===== src/rtl/mem_cntrl_if.sv =====
// Memory-side line port of the line-transfer controller.
// The controller uses the master view; a memory model or fabric uses the slave view.
interface mem_cntrl_if #(
   parameter int ADDR_W = 64,
   parameter int LINE_W = 512
);
   logic [ADDR_W-1:0] mem_addr;
   logic              mem_rd_req;
   logic              mem_wr_req;
   logic [LINE_W-1:0] mem_wr_data;
   logic              mem_rdy;
   logic              mem_rd_valid;
   logic [LINE_W-1:0] mem_rd_data;

   modport master (
      output mem_addr, mem_rd_req, mem_wr_req, mem_wr_data,
      input  mem_rdy, mem_rd_valid, mem_rd_data
   );

   modport slave (
      input  mem_addr, mem_rd_req, mem_wr_req, mem_wr_data,
      output mem_rdy, mem_rd_valid, mem_rd_data
   );
endinterface


===== src/rtl/mem_cntrl.sv =====
// Line-transfer controller: turns word-serial cpu reads/writes on the common
// data bus into single full-line transactions on the memory port.
module mem_cntrl #(
   parameter int WORDS  = 16,
   parameter int WORD_W = 32,
   parameter int ADDR_W = 64,
   parameter int LINE_W = WORDS * WORD_W
) (
   input  logic              clk,
   input  logic              rst_n,
   input  logic [1:0]        op,
   input  logic [ADDR_W-1:0] io_address,
   input  logic [WORD_W-1:0] common_data_bus_in,
   output logic [WORD_W-1:0] common_data_bus_out,
   output logic              rd_valid,
   output logic              tx_done,
   mem_cntrl_if.master       mem
);

   localparam int CNT_W = $clog2(WORDS);
   localparam logic [ADDR_W-1:0] OFF_MASK = ADDR_W'(LINE_W / 8 - 1);
   localparam logic [1:0] OP_RD = 2'b01;
   localparam logic [1:0] OP_WR = 2'b11;

   typedef enum logic [2:0] {
      IDLE,
      RD_REQ,
      RD_WAIT,
      RD_STREAM,
      WR_COLLECT,
      WR_REQ
   } state_t;

   state_t                         state, next_state;
   logic [CNT_W-1:0]               cnt;
   logic [ADDR_W-1:0]              addr_q;
   logic [WORDS-1:0][WORD_W-1:0]   line_q;
   logic                           last_word;

   assign last_word       = (cnt == CNT_W'(WORDS - 1));
   assign mem.mem_addr    = addr_q;
   assign mem.mem_wr_data = line_q;

   // The counter wraps back to 0 after every full line, so the write path
   // never needs its own clear.
   always_ff @(posedge clk or negedge rst_n) begin
      if (!rst_n) begin
         state  <= IDLE;
         cnt    <= '0;
         addr_q <= '0;
         line_q <= '0;
      end else begin
         state <= next_state;
         unique case (state)
            IDLE: begin
               if (op == OP_RD || op == OP_WR)
                  addr_q <= io_address & ~OFF_MASK;
            end
            RD_WAIT: begin
               if (mem.mem_rd_valid) begin
                  line_q <= mem.mem_rd_data;
                  cnt    <= '0;
               end
            end
            RD_STREAM: begin
               cnt <= cnt + 1'b1;
            end
            WR_COLLECT: begin
               line_q[cnt] <= common_data_bus_in;
               cnt         <= cnt + 1'b1;
            end
            default: begin
            end
         endcase
      end
   end

   always_comb begin
      next_state          = state;
      common_data_bus_out = '0;
      rd_valid            = 1'b0;
      tx_done             = 1'b0;
      mem.mem_rd_req      = 1'b0;
      mem.mem_wr_req      = 1'b0;
      unique case (state)
         IDLE: begin
            if (op == OP_RD)
               next_state = RD_REQ;
            else if (op == OP_WR)
               next_state = WR_COLLECT;
         end
         RD_REQ: begin
            mem.mem_rd_req = 1'b1;
            if (mem.mem_rdy)
               next_state = RD_WAIT;
         end
         RD_WAIT: begin
            if (mem.mem_rd_valid)
               next_state = RD_STREAM;
         end
         RD_STREAM: begin
            rd_valid            = 1'b1;
            common_data_bus_out = line_q[cnt];
            if (last_word) begin
               tx_done    = 1'b1;
               next_state = IDLE;
            end
         end
         WR_COLLECT: begin
            if (last_word) begin
               tx_done    = 1'b1;
               next_state = WR_REQ;
            end
         end
         WR_REQ: begin
            mem.mem_wr_req = 1'b1;
            if (mem.mem_rdy)
               next_state = IDLE;
         end
         default: begin
            next_state = IDLE;
         end
      endcase
   end

endmodule


===== src/flat_wrapper.sv =====
// flat-port wrapper written by rule: the top's interface ports become plain ports
module mem_cntrl_flat 
#(
   parameter int WORDS  = 16,
   parameter int WORD_W = 32,
   parameter int ADDR_W = 64,
   parameter int LINE_W = WORDS * WORD_W
)
  (clk, rst_n, op, io_address, common_data_bus_in, common_data_bus_out, rd_valid, tx_done, mem_mem_addr, mem_mem_rd_req, mem_mem_wr_req, mem_mem_wr_data, mem_mem_rdy, mem_mem_rd_valid, mem_mem_rd_data);
  mem_cntrl_if #(.ADDR_W(ADDR_W), .LINE_W(LINE_W)) mem_i ();
  input  logic clk;
  input  logic rst_n;
  input  logic [1:0] op;
  input  logic [ADDR_W-1:0] io_address;
  input  logic [WORD_W-1:0] common_data_bus_in;
  output logic [WORD_W-1:0] common_data_bus_out;
  output logic rd_valid;
  output logic tx_done;
  output wire logic [$bits(mem_i.mem_addr)-1:0] mem_mem_addr;
  output wire logic [$bits(mem_i.mem_rd_req)-1:0] mem_mem_rd_req;
  output wire logic [$bits(mem_i.mem_wr_req)-1:0] mem_mem_wr_req;
  output wire logic [$bits(mem_i.mem_wr_data)-1:0] mem_mem_wr_data;
  input wire logic [$bits(mem_i.mem_rdy)-1:0] mem_mem_rdy;
  input wire logic [$bits(mem_i.mem_rd_valid)-1:0] mem_mem_rd_valid;
  input wire logic [$bits(mem_i.mem_rd_data)-1:0] mem_mem_rd_data;
  assign mem_mem_addr = mem_i.mem_addr;
  assign mem_mem_rd_req = mem_i.mem_rd_req;
  assign mem_mem_wr_req = mem_i.mem_wr_req;
  assign mem_mem_wr_data = mem_i.mem_wr_data;
  assign mem_i.mem_rdy = mem_mem_rdy;
  assign mem_i.mem_rd_valid = mem_mem_rd_valid;
  assign mem_i.mem_rd_data = mem_mem_rd_data;
  mem_cntrl #(.WORDS(WORDS), .WORD_W(WORD_W), .ADDR_W(ADDR_W), .LINE_W(LINE_W)) u_core (.clk(clk), .rst_n(rst_n), .op(op), .io_address(io_address), .common_data_bus_in(common_data_bus_in), .common_data_bus_out(common_data_bus_out), .rd_valid(rd_valid), .tx_done(tx_done), .mem(mem_i));
endmodule

===== config.mk =====
export PLATFORM = sky130hd
export DESIGN_NAME = mem_cntrl_flat
export DESIGN_NICKNAME = d
export VERILOG_FILES = /design/src/rtl/mem_cntrl_if.sv /design/src/rtl/mem_cntrl.sv /design/src/flat_wrapper.sv
export SDC_FILE = /design/constraint.sdc
export NUM_CORES = 1
export LEC_CHECK = 0
export CAP_MARGIN = 20
export CORE_AREA = 2 2 474 476
export CTS_BUF_LIST = sky130_fd_sc_hd__clkbuf_4 sky130_fd_sc_hd__clkbuf_8 sky130_fd_sc_hd__clkbuf_16
export DETAILED_ROUTE_END_ITERATION = 12
export DIE_AREA = 0 0 476 478
export SETUP_SLACK_MARGIN = 0.02
export SYNTH_ARGS = -nofsm -noshare
export SYNTH_HDL_FRONTEND = slang
export SYNTH_SLANG_ARGS = --single-unit

===== constraint.sdc =====
create_clock -name clk -period 7.15 [get_ports clk]
set_clock_uncertainty 0.15 [all_clocks]
set_input_delay 2.145 -clock clk [delete_from_list [all_inputs] [get_ports clk]]
set_output_delay 2.145 -clock clk [all_outputs]
set_load 0.02 [all_outputs]

== Word-level counts from Yosys, hierarchy flattened ==
Index checks and enable logic that the tools add are counted.

* Flip-flop bits (word level): 577
* Latch bits: 0
* Bits in writable memories: 0
* Memory bits (read-only): 0
* Bits of input ports: 614
* Output and inout port bits: 612
* Logic and storage cells: 69
* Memories kept: 0

* $add $sub $neg: 1
* Multipliers: 0
* Div/mod/pow operators: 0
* Magnitude comparators: 2
* Equality and inequality tests: 14
* Shift operators: 0
* Muxes and demuxes: 23
* Bitwise gates (word level): 0
* Reductions and logical operators: 10

{| class="wikitable"
|+ Operators by type and width
! kind !! count
|-
| $pmux 512 s2 || 1
|-
| $bwmux 512 || 1
|-
| $mux 512 || 1
|-
| $bmux 32 s4 || 1
|-
| $demux 32 s4 || 1
|-
| $mux 32 || 3
|-
| $mux 3 || 7
|-
| $pmux 3 s6 || 1
|-
| $pmux 4 s2 || 1
|-
| $eq 3x2->1 const B || 2
|-
| $eq 3x3->1 const B || 2
|-
| $ne 2x2->1 const B || 3
|-
| $reduce_and 2->1 || 3
|-
| $reduce_and 6->1 || 1
|-
| $lt 4x5->1 const B || 1
|-
| $mux 1 || 5
|-
| $add 4x1->4 const B || 1
|-
| $eq 4x4->1 const B || 1
|-
| $ge 4x1->1 const B || 1
|-
| $mux 4 || 1
|-
| $ne 2x1->1 const B || 2
|-
| $reduce_bool 2->1 || 2
|-
| $eq 3x1->1 const B || 1
|-
| $logic_not 3->1 || 1
|-
| other kinds (6) || 6
|}

== Longest topological paths before layout ==
Gate-level depths: netlist of the first run.

* Depth in word-level cells: 6
* Depth in mapped cells: 11
* Mapped depth without buffers: 6

== Least setup slack after synthesis of the first run ==
Ideal clock, no wire load.

* Path type: reg-to-output
* Start: reg u_core.cnt[0]
* End: out common_data_bus_out[20]
* Arrival: 1.922 ns
* Required time: 4.855 ns
* Slack: 2.933 ns
* Cell stages (with the launch flop): 6
* Path buffers: 2
* Path through: dfrtp_1 > buf_2 > buf_1 > mux4_2 > a22oi_1 > nand2_1

* Cells in the longest elaborated chain, start to end: 3

{| class="wikitable"
|+ RTL lines
! element !! line !! source
|-
| start, declared || mem_cntrl.sv:35 || <nowiki>logic [CNT_W-1:0] cnt;</nowiki>
|-
| start signal, assigned || mem_cntrl.sv:66 || <nowiki>cnt <= cnt + 1'b1;</nowiki>
|-
| start signal, assigned || mem_cntrl.sv:70 || <nowiki>cnt <= cnt + 1'b1;</nowiki>
|-
| $bmux 32 s4 || mem_cntrl.sv:103 || <nowiki>common_data_bus_out = line_q[cnt];</nowiki>
|-
| $mux 32 (implied by the code) || mem_cntrl.sv:103 ||
|-
| $mux 32 || mem_cntrl.sv:85 || <nowiki>unique case (state)</nowiki>
|-
| end, declared || flat_wrapper.sv:16 || <nowiki>output logic [WORD_W-1:0] common_data_bus_out;</nowiki>
|}

Every way passes these cells. The select of a mux whose other input is x is not followed.

== Worst setup path in the final report of the first run ==
* Start: reg u_core.state[1]
* End: out common_data_bus_out[23]

* Cells in the longest elaborated chain, start to end: 2

{| class="wikitable"
|+ RTL lines
! element !! line !! source
|-
| start, declared || mem_cntrl.sv:34 || <nowiki>state_t state, next_state;</nowiki>
|-
| start signal, assigned || mem_cntrl.sv:53 || <nowiki>state <= next_state;</nowiki>
|-
| $eq 3x2->1 || mem_cntrl.sv:85 ||
|-
| $mux 32 || mem_cntrl.sv:85 ||
|}

Every way passes these cells.

==> results of run 1 <==
-- flip-flops by register name, indices dropped and copies added, names as in the netlist --
register / count
u_core.state: 3
u_core.mem.mem_wr_data: 512
u_core.cnt: 4
u_core.mem.mem_addr: 58
-- synthesized netlist by cell type, types with 2 or more instances --
master	number	share of area [%]
buf_2	130	2.2
ha_1	4	0.17
nor3_1	355	5.9
o211ai_1	2	0.050
dfrtp_1	577	48
mux4_2	127	9.5
nor2b_1	4	0.083
nand2b_1	5	0.10
buf_1	19	0.24
buf_4	7	0.17
a2bb2oi_1	160	4.7
clkbuf_1	205	2.6
inv_1	8	0.10
xor2_1	2	0.058
a22oi_1	63	1.6
o21ai_0	3	0.050
o2bb2ai_1	352	10
o21ai_1	3	0.050
a21o_1	10	0.25
nand3_1	6	0.10
nand3b_1	2	0.050
nand2_1	138	1.7
and3_1	3	0.062
mux2_2	59	2.2
a21oi_1	361	6.0
o22ai_1	162	3.4
nor2_1	15	0.19
or3_1	2	0.042
-- worst max path at each step --
stage,start,endpoint,cells past startpoint
after floorplan,u_core.cnt[0],common_data_bus_out[20],5
after global placement,u_core.state[0],common_data_bus_out[28],6
after detailed placement,u_core.state[0],common_data_bus_out[28],6
after CTS,u_core.state[0],common_data_bus_out[28],6
after global routing,u_core.state[1],common_data_bus_out[28],6
final,u_core.state[1],common_data_bus_out[23],6
-- final cells by class --
cell class | instances | area [um^2]
fill | 24100 | 175000
sequential | 577 | 14400
multi-input combinational | 1856 | 14400
timing repair buffer | 1291 | 12900
tap | 2992 | 3740
clock buffer | 105 | 2210
clock inverter | 23 | 270
antenna | 51 | 128
inverter | 8 | 30.0
-- kinds of logic after synthesis --
kind of cell             Yosys count  share of synthesized area, %
AO/OA/AOI/OAI                   1123                          26.5
flip-flops                       577                          48.0
AND/OR/NAND/NOR                  534                          8.39
buffers and inverters            369                          5.23
multiplexers                     187                          11.7
adder cells (fa/ha/maj)            4                         0.166
XOR/XNOR                           2                        0.0582
other                              1                        0.0125
-- power groups by stage --
stage	clock, mW	sequential, mW	combinational (mW)
6_report	4.03	7.01	16.2
5_1_grt	4.21	7.12	16.7
4_1_cts	4.10	6.92	16.1
3_5_place_dp	0	6.93	16.0
3_3_place_gp	0	6.90	15.9
2_1_floorplan	0	7.83	6.09
-- routing by layer --
layer / share of wire (%) / wire length (um) / global-route usage, % / up-vias
met5: 0.20 / 548 / 0.576 / -
met4: 6.8 / 18300 / 13.7 / 58
met3: 13 / 36000 / 11.1 / 597
met2: 45 / 120000 / 34.9 / 2884
met1: 35 / 93100 / 24.7 / 17100
li1: - / - / - / 13100
-- per-stage QoR --
stage / power (mW) / instances / hold WS, ps
after global routing: 28.0 / 6885 / 370
after floorplan: 13.9 / 2802 / 453
after global placement: 22.8 / 6724 / 342
after CTS: 27.1 / 6852 / 356
after detailed placement: 22.9 / 6724 / 344
final: 27.2 / 6903 / 355
==> impl_metrics.csv, run 1 <==
group,metric,value,unit
outcome,status,"finished clean",
power_and_ir_drop,p_per_area,565,mW/mm^2
die,die_h,478,um
cts,ctsResizeCount,0,
global_routing,grt_pass1_wl,340000,um
drt,routedWlPerCell,38.8,um
cts,htree_levels,3,
setup_path,path_cells,"nand3b_1 > nor2_4 > buf_12 > a22oi_1 > nand2_1 > clkdlybuf4s50_1",
drt,num_vias,33700,
synth,async_flop_share,100,%
setup_path,cp_top_family,"simple AND/OR/NAND/NOR gates",
drt,routed_wirelength,268000,um
hold_path,hold_end,"u_core.mem.mem_addr[49]",
global_routing,grt-ovfl-total,0,
sta,period_share,93.4,%
setup_path,slowest_stage,"nor2_4",
placement,gp_congestion,0.991,
setup_path,cp_max_fo,19,
power_and_ir_drop,p_int,13.5,mW
layout,final_cell_mix,"1212 x clkdlybuf4s50_1, 575 x dfrtp_1, 361 x a21oi_1",
sta,fin_crit,6680,ps
placement,postPlaceCellArea,0.0456,mm^2
die,dieArea,0.228,mm^2
layout,postLayoutCellArea,0.0482,mm^2
sta,hold_viol_final,0,
drt,ant_nets,0,
power_and_ir_drop,p_leak,17.1,nW
power_and_ir_drop,comb_power_share,59.4,%
synth,synth_cells,2797,
synth,synth_ff_type,"dfrtp_1",
synth,syn_avg_cell_area,10.8,um^2
setup_path,crit_required,4860,ps
sta,worst_slew_pin_slew,1280,ps
die,row_count,174,
global_routing,grt_max_degree,166,
sta,rsz0062_at_grt,"no",
drt,first_pass_iters,6,
setup_path,reg2reg_from,"u_core.state[0]",
synth,ys_seq_area_share,48.0,%
setup_path,path_buf_inv,2,
synth,ys_warn_count,0,
hold_path,hold_depth,1,
placement,hpwl,206000,um
cts,numClockSinks,577,
placement,pre_cts_slack,1280,ps
drt,drtIter0Drc,4318,
flow_run,maxCapViolCount,0,
synth,ys_ff_latch,577,
setup_path,startpoint_type,"flip-flop",
layout,fin_util,21.6,%
cts,clock_latency,670,ps
power_and_ir_drop,ir_worst_vdd,0.000439,V
sta,setup_viol,0,
setup_path,max_stage_delay,870,ps
power_and_ir_drop,power_switching_share,50.5,%
cts,numCtsBuffers,76,
die,die_w,476,um
power_and_ir_drop,p_seq_share,25.8,%
hold_path,hp-start,"u_core.mem.mem_addr[49]",
global_routing,grt_pass1_vias,32500,
setup_path,crit_arrival,4380,ps
cts,cts_root_buf,"clkbuf_16",
setup_path,end_kind,"output port",
setup_path,rr_worst_depth,7,
cts,cts_hold_buf,0,
drt,drc,0,
power_and_ir_drop,clockPowerShare,14.8,%
global_routing,antenna_found_initial,91,
setup_path,path_class,"flip-flop to output port",
layout,layout-drive-gt1-share,11.2,%
hold_path,hold_path_class,"flip-flop to flip-flop",
cts,clock_path_buffers,3,
sta,setup-tns-final,0,ps
die,initial_core_util,13.5,%
sta,slew_headroom,14.9,%
layout,syn2layout_area_growth,60.0,%
sta,setup_ws,475,ps
sta,fmax,0.150,GHz
synth,synth-edff-count,0,
placement,port_buffers,1213,
synth,ys_types,41,
drt,avgViaCountPerCell,4.89,
power_and_ir_drop,power_switching,13.7,mW
die,pin_count,1226,
sta,drv_slew,0,
setup_path,rr_endpoint,"u_core.mem.mem_wr_data[7]",
cts,cts_setup_buffers,0,
layout,nNetsFinal,4428,
layout,layout_commonest_cell,"clkdlybuf4s50_1",
synth,synth.cell_area,0.0301,mm^2
cts,cts.clk_slew.worst_paths,60,ps
setup_path,rrSetupSlack,2750,ps
cts,cts_tree,"built",
die,core,0.223,mm^2
global_routing,grt_use_total,22.6,%
(Power assumes the default switching activity.)
==> run 2: changes to the inputs <==
--- a/config.mk
+++ b/config.mk
@@ -10,6 +10,7 @@
 export CTS_BUF_LIST = sky130_fd_sc_hd__clkbuf_4 sky130_fd_sc_hd__clkbuf_8 sky130_fd_sc_hd__clkbuf_16
 export DETAILED_ROUTE_END_ITERATION = 12
 export DIE_AREA = 0 0 476 478
+export REMOVE_ABC_BUFFERS = 1
 export SETUP_SLACK_MARGIN = 0.02
 export SYNTH_ARGS = -nofsm -noshare
 export SYNTH_HDL_FRONTEND = slang
==> run 2 against run 1 <==
Compared with the run above:
- worst setup slack improved by 61 ps
- worst hold slack about the same
- global-route usage about the same
- power increased by 3.0%
- die area unchanged
- clock-buffer cell count unchanged
- wire length decreased by 0.25%
- sequential power decreased by 1%
- register-to-register slack improved by 170 ps
- first-iteration DRC count decreased by 6.0%
- non-clock buffer count increased by 11
- highest routed layer unchanged
==> impl_metrics.csv, run 2 (synthesized netlist as in run 1, its figures left out) <==
group,metric,value,unit
outcome,status,"finished clean",
sta,holdWs,355,ps
drt,drtIter0Drc,4060,
drt,num_vias,33300,
sta,slew_headroom,20.2,%
drt,drc,0,
setup_path,cp_max_fo,16,
power_and_ir_drop,clockPowerShare,15.5,%
drt,ant_nets,0,
die,dieArea,0.228,mm^2
power_and_ir_drop,p_seq_share,24.7,%
layout,nNetsFinal,4440,
setup_path,end_kind,"output port",
die,initial_core_util,13.5,%
cts,clock_latency,680,ps
sta,fin_crit,6610,ps
drt,first_pass_iters,6,
hold_path,hold_end,"u_core.mem.mem_addr[7]",
setup_path,slowest_stage,"nor2_4",
cts,cts_root_buf,"clkbuf_16",
power_and_ir_drop,p_per_area,577,mW/mm^2
die,row_count,174,
setup_path,startpoint_type,"flip-flop",
sta,worst_slew_pin_slew,1200,ps
sta,drv_slew,0,
drt,routed_wirelength,267000,um
layout,final_cells,6914,
power_and_ir_drop,ir_worst_vdd,0.000359,V
setup_path,cp.depth,6,
die,core,0.223,mm^2
setup_path,reg2reg_from,"u_core.state[0]",
sta,setup-tns-final,0,ps
die,die_h,478,um
global_routing,grt_pass1_vias,32800,
placement,postPlaceCellArea,0.0456,mm^2
cts,clock_path_buffers,3,
sta,fmax,0.151,GHz
setup_path,path_cells,"nand3b_1 > nor2_4 > buf_12 > a22oi_1 > nand2_1 > clkdlybuf4s50_1",
setup_path,crit_required,4860,ps
setup_path,max_stage_delay,790,ps
global_routing,antenna_found_initial,52,
power_and_ir_drop,power_switching_share,50.9,%
power_and_ir_drop,p_int,13.8,mW
setup_path,cp_top_family,"simple AND/OR/NAND/NOR gates",
layout,layout_commonest_cell,"clkdlybuf4s50_1",
setup_path,path_buf_inv,2,
placement,post-place-cells,6734,
setup_path,rr_worst_depth,7,
sta,period_share,92.5,%
global_routing,grt_use_total,22.6,%
placement,port_buffers,1213,
power_and_ir_drop,power_switching,14.3,mW
flow_run,maxCapViolCount,0,
setup_path,path_class,"flip-flop to output port",
sta,setup_viol,0,
cts,cts_setup_buffers,0,
setup_path,rrSetupSlack,2920,ps
setup_path,rr_endpoint,"u_core.mem.mem_wr_data[27]",
cts,cts.clk_slew.worst_paths,60,ps
cts,cts_tree,"built",
hold_path,hold_depth,1,
sta,setup_ws,536,ps
power_and_ir_drop,power,28.0,mW
drt,avgViaCountPerCell,4.81,
sta,hold_viol_final,0,
cts,ctsResizeCount,0,
cts,cts_hold_buf,0,
power_and_ir_drop,p_leak,17.3,nW
layout,largest_reg_flops,512,
hold_path,hold_path_class,"flip-flop to flip-flop",
placement,pre_cts_slack,1200,ps
cts,numClockSinks,577,
setup_path,crit_arrival,4320,ps
global_routing,grt-ovfl-total,0,
die,pin_count,1226,
placement,hpwl,199000,um
power_and_ir_drop,comb_power_share,59.8,%
cts,htree_levels,3,
placement,gp_congestion,0.921,
layout,final_cell_mix,"1211 x clkdlybuf4s50_1, 575 x dfrtp_1, 361 x a21oi_1",
layout,postLayoutCellArea,0.0485,mm^2
cts,numCtsBuffers,77,
layout,syn2layout_area_growth,61.2,%
global_routing,grt_pass1_wl,340000,um
global_routing,grt_max_degree,183,
layout,layout-drive-gt1-share,11.7,%
layout,fin_util,21.7,%
hold_path,hp-start,"u_core.mem.mem_addr[7]",
drt,routedWlPerCell,38.7,um
die,die_w,476,um
sta,rsz0062_at_grt,"no",
-- run 2: cell count changes in the layout (fill, tap and decap cells not counted), moves of 2 or more --
cell,delta
diode_2,-12
bufinv_16,+5
inv_6,+2
buf_4,+10
clkinv_2,+5
clkinvlp_4,-2
clkbuf_16,+2
clkbuf_4,-4
clkbuf_8,+2
clkinv_16,+2
-- run 2: worst max-delay path by stage --
stage	slack (ps)	to	from
6_report	540	common_data_bus_out[4]	u_core.state[0]
5_1_grt	390	common_data_bus_out[23]	u_core.state[0]
4_1_cts	390	common_data_bus_out[23]	u_core.state[0]
3_5_place_dp	1200	common_data_bus_out[23]	u_core.state[0]
3_3_place_gp	1280	common_data_bus_out[23]	u_core.state[0]
2_1_floorplan	-10470	u_core.mem.mem_wr_data[384]	u_core.state[0]
-- run 2: cell type report --
class                           instances  area (um^2)
Fill cell                           24200       175000
Sequential cell                       577        14400
Multi-Input combinational cell       1856        14400
Timing Repair Buffer                 1302        13000
Tap cell                             2992         3740
Clock buffer                          105         2260
Clock inverter                         35          499
Antenna cell                           39         97.6
Inverter                                8         30.0
-- run 2: worst reg2reg max path: stages (launching register included) --
cell	delay (ps)
dfrtp_1	700
or3b_4	280
buf_4	720
buf_12	570
buf_4	1070
nor3_1	130
a21oi_1	330
o2bb2ai_1	130
-- run 2: metal layers --
layer	vias to the layer above	share of wire (%)	GRT usage [%]
met1	17000	37	26.2
met3	568	13	9.42
met4	12	6.2	12.8
li1	13100	-	-
met5	-	0.031	0
met2	2605	45	35.0
-- run 2: power by group through the flow --
stage               registers (mW)  clock network [mW]  logic (mW)
global placement              6.84                   0        16.7
global route                  7.06                4.52        17.4
detailed placement            6.90                   0        16.8
finish                        6.92                4.33        16.8
floorplan                     8.13                   0        5.73
CTS                           6.88                4.44        16.8
